$ cat src/rtl/seq_divider_16bit_pkg.sv
`default_nettype none
// ----------------------------------------------------------------------------
// | Module   : seq_divider_16bit_pkg                                         |
// | Purpose  : Shared width default, FSM state encoding and counter sizing   |
// |            for the sequential restoring divider.                         |
// | Ports    : none (package)                                                |
// | Revision : 1.0 - initial release                                         |
// ----------------------------------------------------------------------------
package seq_divider_16bit_pkg;

  localparam int DIV_WIDTH = 16;

  typedef enum logic [1:0] {
    IDLE = 2'd0,
    RUN  = 2'd1,
    DONE = 2'd2
  } state_t;

  // Counter must be able to hold the value WIDTH itself.
  function automatic int cnt_width(input int w);
    return $clog2(w) + 1;
  endfunction

endpackage
`default_nettype wire

$ cat src/rtl/seq_divider_16bit_cla_sub.sv
`default_nettype none
// ----------------------------------------------------------------------------
// | Module   : cla_sub_16bit                                                 |
// | Purpose  : Combinational subtractor diff = a - b, built as a + ~b + 1    |
// |            from 4-bit carry-lookahead groups chained through group P/G.  |
// | Ports    : a, b    - operands (WIDTH bits)                               |
// |            diff    - a - b modulo 2^WIDTH                                |
// |            cout    - carry out; borrow = ~cout                           |
// | Revision : 1.0 - initial release                                         |
// ----------------------------------------------------------------------------
module cla_sub_16bit #(
  parameter int WIDTH = 16
) (
  input  logic [WIDTH-1:0] a,
  input  logic [WIDTH-1:0] b,
  output logic [WIDTH-1:0] diff,
  output logic             cout
);

  localparam int NGRP = WIDTH / 4;

  logic [WIDTH-1:0] bn;
  logic [WIDTH-1:0] p;
  logic [WIDTH-1:0] g;
  logic [NGRP:0]    gc;   // carry into each 4-bit group

  assign bn    = ~b;
  assign p     = a ^ bn;
  assign g     = a & bn;
  assign gc[0] = 1'b1;    // +1 of the two's complement

  for (genvar k = 0; k < NGRP; k++) begin : g_grp
    logic [3:0] pp;
    logic [3:0] gg;
    logic [3:0] c;
    logic       grp_p;
    logic       grp_g;

    assign pp   = p[4*k +: 4];
    assign gg   = g[4*k +: 4];
    assign c[0] = gc[k];
    assign c[1] = gg[0] | (pp[0] & c[0]);
    assign c[2] = gg[1] | (pp[1] & gg[0]) | (pp[1] & pp[0] & c[0]);
    assign c[3] = gg[2] | (pp[2] & gg[1]) | (pp[2] & pp[1] & gg[0])
                | (pp[2] & pp[1] & pp[0] & c[0]);

    assign grp_p = &pp;
    assign grp_g = gg[3] | (pp[3] & gg[2]) | (pp[3] & pp[2] & gg[1])
                 | (pp[3] & pp[2] & pp[1] & gg[0]);

    assign gc[k+1]      = grp_g | (grp_p & gc[k]);
    assign diff[4*k +: 4] = pp ^ c;
  end

  assign cout = gc[NGRP];

endmodule
`default_nettype wire

$ cat src/rtl/seq_divider_16bit.sv
`default_nettype none
// ----------------------------------------------------------------------------
// | Module   : seq_divider_16bit                                             |
// | Purpose  : Multi-cycle unsigned restoring divider, one quotient bit per  |
// |            clock, start/busy/done handshake.                             |
// | Ports    : clk, rst (sync, active-high)                                  |
// |            start, dividend, divisor - request and operands               |
// |            busy        - operation in flight                             |
// |            done        - one-cycle result-valid pulse                    |
// |            quotient, remainder, div_by_zero - held results               |
// | Revision : 1.0 - initial release                                         |
// ----------------------------------------------------------------------------
module seq_divider_16bit
  import seq_divider_16bit_pkg::*;
#(
  parameter int WIDTH = DIV_WIDTH
) (
  input  logic             clk,
  input  logic             rst,
  input  logic             start,
  input  logic [WIDTH-1:0] dividend,
  input  logic [WIDTH-1:0] divisor,
  output logic             busy,
  output logic             done,
  output logic [WIDTH-1:0] quotient,
  output logic [WIDTH-1:0] remainder,
  output logic             div_by_zero
);

  localparam int CW = cnt_width(WIDTH);

  state_t           state;
  state_t           state_nxt;
  logic [WIDTH-1:0] q_reg;
  logic [WIDTH-1:0] r_reg;
  logic [WIDTH-1:0] dvs_reg;
  logic [CW-1:0]    cnt;
  logic             dbz_reg;

  logic             msb;
  logic [WIDTH-1:0] rs;
  logic [WIDTH-1:0] diff;
  logic             cout;
  logic             take;
  logic             last_iter;
  logic             divisor_zero;

  assign msb          = r_reg[WIDTH-1];
  assign rs           = {r_reg[WIDTH-2:0], q_reg[WIDTH-1]};
  // A set msb means the shifted remainder is really WIDTH+1 bits wide and is
  // therefore larger than any divisor, so the subtraction is always taken.
  assign take         = msb | cout;
  assign last_iter    = (cnt == CW'(WIDTH - 1));
  assign divisor_zero = (divisor == '0);

  cla_sub_16bit #(
    .WIDTH (WIDTH)
  ) u_sub (
    .a    (rs),
    .b    (dvs_reg),
    .diff (diff),
    .cout (cout)
  );

  always_ff @(posedge clk) begin
    if (rst) state <= IDLE;
    else     state <= state_nxt;
  end

  always_comb begin
    state_nxt = state;
    busy      = 1'b0;
    done      = 1'b0;
    case (state)
      IDLE: begin
        if (start) state_nxt = divisor_zero ? DONE : RUN;
      end
      RUN: begin
        busy = 1'b1;
        if (last_iter) state_nxt = DONE;
      end
      DONE: begin
        done = 1'b1;
        if (start) state_nxt = divisor_zero ? DONE : RUN;
        else       state_nxt = IDLE;
      end
      default: state_nxt = IDLE;
    endcase
  end

  always_ff @(posedge clk) begin
    if (rst) begin
      q_reg   <= '0;
      r_reg   <= '0;
      dvs_reg <= '0;
      cnt     <= '0;
      dbz_reg <= 1'b0;
    end else begin
      case (state)
        IDLE, DONE: begin
          if (start) begin
            dvs_reg <= divisor;
            cnt     <= '0;
            if (divisor_zero) begin
              q_reg   <= '1;
              r_reg   <= dividend;
              dbz_reg <= 1'b1;
            end else begin
              q_reg   <= dividend;
              r_reg   <= '0;
              dbz_reg <= 1'b0;
            end
          end
        end
        RUN: begin
          q_reg <= {q_reg[WIDTH-2:0], take};
          r_reg <= take ? diff : rs;
          cnt   <= cnt + CW'(1);
        end
        default: ;
      endcase
    end
  end

  assign quotient    = q_reg;
  assign remainder   = r_reg;
  assign div_by_zero = dbz_reg;

endmodule
`default_nettype wire
$ cat config.mk
export PLATFORM = sky130hd
export DESIGN_NAME = seq_divider_16bit
export DESIGN_NICKNAME = d
export VERILOG_FILES = /design/src/rtl/seq_divider_16bit_pkg.sv /design/src/rtl/seq_divider_16bit_cla_sub.sv /design/src/rtl/seq_divider_16bit.sv
export SDC_FILE = /design/constraint.sdc
export NUM_CORES = 1
export LEC_CHECK = 0
export BUFFER_PORTS_ARGS = -buffer_cell sky130_fd_sc_hd__buf_4
export CORE_ASPECT_RATIO = 2
export CORE_MARGIN = 2
export CORE_UTILIZATION = 59
export DETAILED_ROUTE_END_ITERATION = 10
export GPL_TIMING_DRIVEN = 0
export PLACE_DENSITY = 0.86
export RECOVER_POWER = 25
export SETUP_SLACK_MARGIN = 0.15
export SLEW_MARGIN = 20
export SYNTH_ARGS = -nofsm -noshare
export SYNTH_HDL_FRONTEND = slang
export SYNTH_SLANG_ARGS = --single-unit
$ cat constraint.sdc
create_clock -name clk -period 4.9 [get_ports clk]
set_input_delay 0.735 -clock clk [delete_from_list [all_inputs] [get_ports clk]]
set_output_delay 0.735 -clock clk [all_outputs]
set_load 0.1 [all_outputs]
==> results.py, run 1 <==
metrics = {
    "critical_path": {
        "max_stage_delay_ps": 450,
        "worstPathArrival_ps": 2850,
        "cp-end-kind": "register",
        "startpoint_type": "register",
        "critPathKind": "register to register",
        "required_ps": 5110,
        "crit_family": "compound AO/OA/AOI/OAI gates",
        "worstPathMaxFanout": 6,
        "slowest_stage": "dfxtp_1",
        "cp_num_buf_inv": 1,
        "crit_top_cell": "nor2_1",
        "path_cells": "inv_1 > ha_1 > o21ai_1 > a2bb2oi_2 > a21oi_1 > nor2_1 > nor2_1 > fa_1 > xnor2_1 > a311o_1",
    },
    "layout": {
        "fin_nets": 547,
        "regArea_mm2": 0.001121,
        "fillers": 475,
        "n_antenna_cell": 0,
        "multi_input_area_mm2": 0.001866,
        "drive_gt1_frac": 0.1487,
        "area_growth_pct": 19.65,
    },
    "routing": {
        "wire_per_inst_um": 16.54,
        "first_iter_violations": 213,
        "routed_wirelength_um": 9116,
        "via_count": 3344,
        "ant_nets": 0,
        "drtPass1Iterations": 5,
        "drc_errors": 0,
        "viasPerCell": 6.069,
    },
    "synth": {
        "yosysWarnings": 0,
        "synth_area_mm2": 0.003216,
        "synthTopCellsByCount": "63 x nand2_1, 56 x dfxtp_1, 43 x a21oi_1",
        "synth-seq-cells": 56,
        "yosysSeqAreaShare": 0.3486,
        "syn-instance-count": 415,
        "synth_top_area_share": 0.3486,
        "synth_top_area_cell": "dfxtp_1",
        "synth-main-ff-cell": "dfxtp_1",
        "synth_area_leaders": "dfxtp_1 35%, ha_1 7.4%, nand2_1 7.4%",
        "synth_most_common_cell": "nand2_1",
        "syn-num-nets": 472,
        "avgSynthCellArea_um2": 7.748,
        "synth-edff-count": 0,
        "async_flop_share": 0,
        "ys_types": 54,
    },
    "job": {
        "cap_violations": 0,
    },
    "sta": {
        "hold_slack_ps": 459.6,
        "max_clock_freq_ghz": 0.3788,
        "period_minus_slack_ps": 2640,
        "worst_slew_pin_slew_ps": 1172,
        "hold_viol": 0,
        "period_share": 0.5388,
        "clock_skew_ps": 8.655,
        "fin_ws_ps": 2260,
        "report.final.slew_viol_count": 0,
        "rsz0062_at_grt": "no",
        "fin_tns_setup_ps": 0,
        "slew_headroom": 0.2219,
        "setup_violations": 0,
    },
    "clock_network": {
        "cts_max_path_buffers": 2,
        "cts_hold_buffers": 0,
        "root_buffer": "clkbuf_8",
        "htreeDepth": 2,
        "post_cts_buffers": 0,
        "clk_pin_slew_worst_paths_ps": 110,
        "cts_sinks": 56,
        "clock_latency_ps": 320,
        "ctsResizeCount": 0,
        "cts_tree": "done",
        "cts_buffers": 5,
    },
    "die": {
        "fp.dieH_um": 108.4,
        "num_rows": 38,
        "die_w_um": 56.20,
        "io-pin-count": 70,
        "start_util": 0.6039,
        "core_area_mm2": 0.005325,
        "dieArea_mm2": 0.006092,
    },
    "power": {
        "switching_power_w": 0.001235,
        "p_sw_frac": 0.5232,
        "vdd_drop_max_v": 0.0004987,
        "powerDensity_mw_per_mm2": 613.2,
        "power.total_w": 0.002359,
        "power.share.clock": 0.138,
        "p_comb_frac": 0.616,
        "p_int_w": 0.001125,
        "pwr-share-seq": 0.247,
        "leakage_nw": 1.536,
    },
    "grt": {
        "grt_overflow": 0,
        "antenna_found_initial": 0,
        "grt_max_degree": 18,
        "grt_pass1_wl_um": 14750,
        "grt_pass1_vias": 3186,
        "grt_use_total": 0.3044,
    },
    "status": {
        "status": "complete, no violations",
    },
    "place": {
        "post-place-ws_ps": 2164,
        "gp_congestion": 0.8745,
        "hpwl_um": 6922,
        "port_buffers": 68,
    },
    "hold_path": {
        "hp-class": "register to register",
    },
}
[placed cells by master, fill, tap and decap left out, drive strengths merged, types with 2 or more instances in the layout]
cell type	count
fa	3
inv	30
a31oi	3
a311o	7
a31o	4
a221oi	2
o31ai	3
o21ai	9
and4	2
xor2	2
o211ai	3
a21o	3
o21a	2
nor3	23
dfxtp	56
buf	53
ha	19
o221ai	3
nand2b	7
o22ai	15
clkbuf	46
o41ai	2
nand3	19
nand2	64
nor4	5
a21oi	44
nor2	34
xnor2	7
nor2b	2
nand4	2
[area by class of cell]
class	instances	area share
Inverter	30	0.02927
Clock inverter	2	0.01008
Multi-Input combinational cell	303	0.4849
Clock buffer	6	0.02146
Sequential cell	56	0.2914
Tap cell	60	0.01951
Timing Repair Buffer	68	0.1132
Buffer	26	0.03024
[tightest hold or removal path: stages (launching register included)]
cell,delay (ps)
dfxtp_1,320
nand2_1,50
a21oi_1,50
[per-layer routing]
| metal | track usage | up-vias | part of all wire |
|---|---|---|---|
| li1 | - | 1623 | - |
| met3 | 0.04187 | 34 | 0.067 |
| met2 | 0.5370 | 151 | 0.50 |
| met4 | 0.1565 | 0 | 0.048 |
| met5 | 0 | - | 0 |
| met1 | 0.3521 | 1536 | 0.38 |
[metrics by stage]
step                utilization  area, um^2  instances
floorplan                     -        3216        415
global placement         0.7138        3801        543
detailed placement       0.7138        3801        543
CTS                      0.7366        3923        551
global route             0.7225        3847        551
finish                   0.7225        3847        551
[final timing paths]
check,startpoint,end,slack [ps],cells after the start
max reg2reg,quotient[15]$_SDFFE_PP0P_,remainder[13]$_SDFFE_PP0P_,2260,10
max,quotient[15]$_SDFFE_PP0P_,remainder[13]$_SDFFE_PP0P_,2260,10
min reg2reg,dvs_reg[3]$_SDFFE_PP0P_,dvs_reg[3]$_SDFFE_PP0P_,460,2
min,dvs_reg[3]$_SDFFE_PP0P_,dvs_reg[3]$_SDFFE_PP0P_,460,2
[cell families after synthesis]
family,share of synthesized area
XOR/XNOR,0.02451
flip-flops,0.3486
buffers and inverters,0.07120
adder cells (fa/ha/maj),0.09261
AND/OR/NAND/NOR,0.2280
AO/OA/AOI/OAI,0.2350
[power groups by stage]
| stage | Combinational, W | Sequential [W] | Clock (W) |
|---|---|---|---|
| 2_1_floorplan | 0.000766 | 0.000944 | 0 |
| 3_3_place_gp | 0.00143 | 0.000591 | 0 |
| 3_5_place_dp | 0.00146 | 0.000592 | 0 |
| 4_1_cts | 0.00146 | 0.000582 | 0.000324 |
| 5_1_grt | 0.00158 | 0.000589 | 0.000340 |
| 6_report | 0.00145 | 0.000582 | 0.000325 |
(Power assumes the default switching activity.)
==> run 2: changes to the inputs <==
- CORE_UTILIZATION: 59 -> 55
- PLACE_DENSITY: 0.86 -> 0.81
- clock period: 4.9 -> 2.7 ns (I/O delays scaled with it)
==> run 2 against run 1 <==
  * Clock power rose by 110%
  * Count of clock-buffer cells in the layout rose by 1
  * Setup slack got worse by 2100 ps
  * Cell area rose by 2.1%
  * Worst hold slack got worse by 100 ps
  * Critical endpoint unchanged
==> results.py, run 2 (same netlist as run 1, synthesis figures left out) <==
metrics = {
    "status": {
        "status": "complete, no violations",
    },
    "layout": {
        "stdcell_count": 555,
        "area_growth_pct": 22.14,
        "drive_gt1_frac": 0.1761,
        "fin_nets": 550,
        "layout_common_cells": "63 x nand2_1, 49 x buf_4, 43 x a21oi_1, 42 x dfxtp_1, 41 x clkbuf_1",
        "layout_commonest_cell": "nand2_1",
        "n_antenna_cell": 0,
    },
    "place": {
        "dp_cells": 544,
        "hpwl_um": 7492,
        "port_buffers": 68,
        "gp_congestion": 0.9611,
    },
    "die": {
        "num_rows": 39,
        "core_area_mm2": 0.005660,
        "dieArea_mm2": 0.006511,
        "fp.dieH_um": 112.1,
        "io-pin-count": 70,
        "start_util": 0.5681,
        "die_w_um": 58.07,
    },
    "job": {
        "cap_violations": 0,
    },
    "grt": {
        "grt_max_degree": 18,
        "grt_pass1_vias": 3429,
        "grt_pass1_wl_um": 15190,
        "grt_use_total": 0.3015,
        "grt_overflow": 0,
        "antenna_found_initial": 0,
    },
    "sta": {
        "fin_tns_setup_ps": 0,
        "slew_headroom": 0.2176,
        "max_clock_freq_ghz": 0.3968,
        "clock_skew_ps": 7.632,
        "worst_slew_pin_slew_ps": 1179,
        "setup_violations": 0,
        "hold_viol": 0,
        "period_share": 0.9334,
        "rsz0062_at_grt": "yes",
        "report.final.slew_viol_count": 0,
        "period_minus_slack_ps": 2520,
    },
    "power": {
        "power.total_w": 0.004459,
        "leakage_nw": 1.565,
        "vdd_drop_max_v": 0.001029,
        "powerDensity_mw_per_mm2": 1135,
    },
    "hold_path": {
        "hp-class": "input pin to register",
        "min_from": "divisor[8]",
        "worstHoldPathCells": 3,
        "hold_path_end": "dvs_reg[8]$_SDFFE_PP0P_",
    },
    "clock_network": {
        "cts_sinks": 56,
        "clock_latency_ps": 300,
        "cts_max_path_buffers": 2,
        "root_buffer": "clkbuf_16",
        "clk_pin_slew_worst_paths_ps": 70,
        "htreeDepth": 2,
        "cts_buffers": 5,
        "cts_tree": "done",
        "cts_hold_buffers": 0,
    },
    "routing": {
        "ant_nets": 0,
        "wire_per_inst_um": 16.90,
        "first_iter_violations": 180,
        "wl_met1_um": 3251,
        "highest_layer": "met4",
        "routed_wirelength_um": 9378,
        "via_count": 3327,
        "dr_wl_met2_um": 5324,
        "drtPass1Iterations": 4,
        "wl_met3_um": 403,
        "drc_errors": 0,
        "viasPerCell": 5.995,
    },
    "critical_path": {
        "worstPathArrival_ps": 2700,
        "critPathKind": "register to register",
        "required_ps": 2880,
        "r2r_slack_ps": 180,
        "r2r_start": "dvs_reg[4]$_SDFFE_PP0P_",
        "worstPathMaxFanout": 10,
        "startpoint_type": "register",
        "r2r-end": "remainder[13]$_SDFFE_PP0P_",
        "cp-end-kind": "register",
        "rr_worst_depth": 9,
    },
}
run 2: cell count changes in the layout (fill, tap and decap cells not counted), sizes merged:
cell    delta
buf        +2
clkbuf     +2
bufinv     -1
run 2: repair_timing:
action	CTS	global route
setup buffers	1	2
pin swaps	1	0
gates resized for setup	1	0
setup endpoints to repair	3	14
run 2: layout make-up:
| class | count | area (um^2) |
|---|---|---|
| Inverter | 30 | 112.6 |
| Buffer | 26 | 116.4 |
| Clock inverter | 1 | 8.758 |
| Multi-Input combinational cell | 303 | 1877 |
| Fill cell | 533 | 1733 |
| Clock buffer | 7 | 142.6 |
| Sequential cell | 56 | 1144 |
| Timing Repair Buffer | 71 | 450.4 |
| Tap cell | 61 | 76.32 |
run 2: critical path: stages, from the launching register on:
cell	delay [ps]
dfxtp_1	380
inv_1	60
ha_1	290
nand3_1	180
nor4_2	360
a221oi_1	160
a21oi_2	260
buf_2	260
nor3_1	90
a311o_1	340
run 2: layer usage:
| metal | global-route usage | up-vias |
|---|---|---|
| met5 | 0 | - |
| met1 | 0.2978 | 1544 |
| met2 | 0.5606 | 122 |
| met4 | 0.1860 | 0 |
| li1 | - | 1632 |
| met3 | 0.04032 | 29 |
run 2: through the flow:
stage                     setup WS, ps  area (um^2)  hold WS [ps]  utilization
after floorplan                  182.8         3238         436.3            -
after CTS                        164.5         3995         350.3       0.7058
after global routing             51.78         3928         364.5       0.6939
after detailed placement         87.00         3825         447.4       0.6757
final                            179.8         3928         355.6       0.6939
after global placement           100.1         3825         443.1       0.6757
run 2: worst max path at each step:
stage,start,end,slack [ps],depth (start not counted)
finish,dvs_reg[4]$_SDFFE_PP0P_,remainder[13]$_SDFFE_PP0P_,180,9
floorplan,remainder[2]$_SDFFE_PP0P_,remainder[13]$_SDFFE_PP0P_,180,9
detailed placement,quotient[15]$_SDFFE_PP0P_,remainder[13]$_SDFFE_PP0P_,90,10
global placement,quotient[15]$_SDFFE_PP0P_,remainder[13]$_SDFFE_PP0P_,100,10
CTS,quotient[15]$_SDFFE_PP0P_,remainder[13]$_SDFFE_PP0P_,160,10
global route,dvs_reg[7]$_SDFFE_PP0P_,remainder[13]$_SDFFE_PP0P_,50,10
run 2: report_power, final:
group	leakage (nW)	switching (W)	internal, W
registers	0.466	0.000120	0.000952
logic	1.02	0.00187	0.000844
clock network	0.0741	0.000303	0.000372
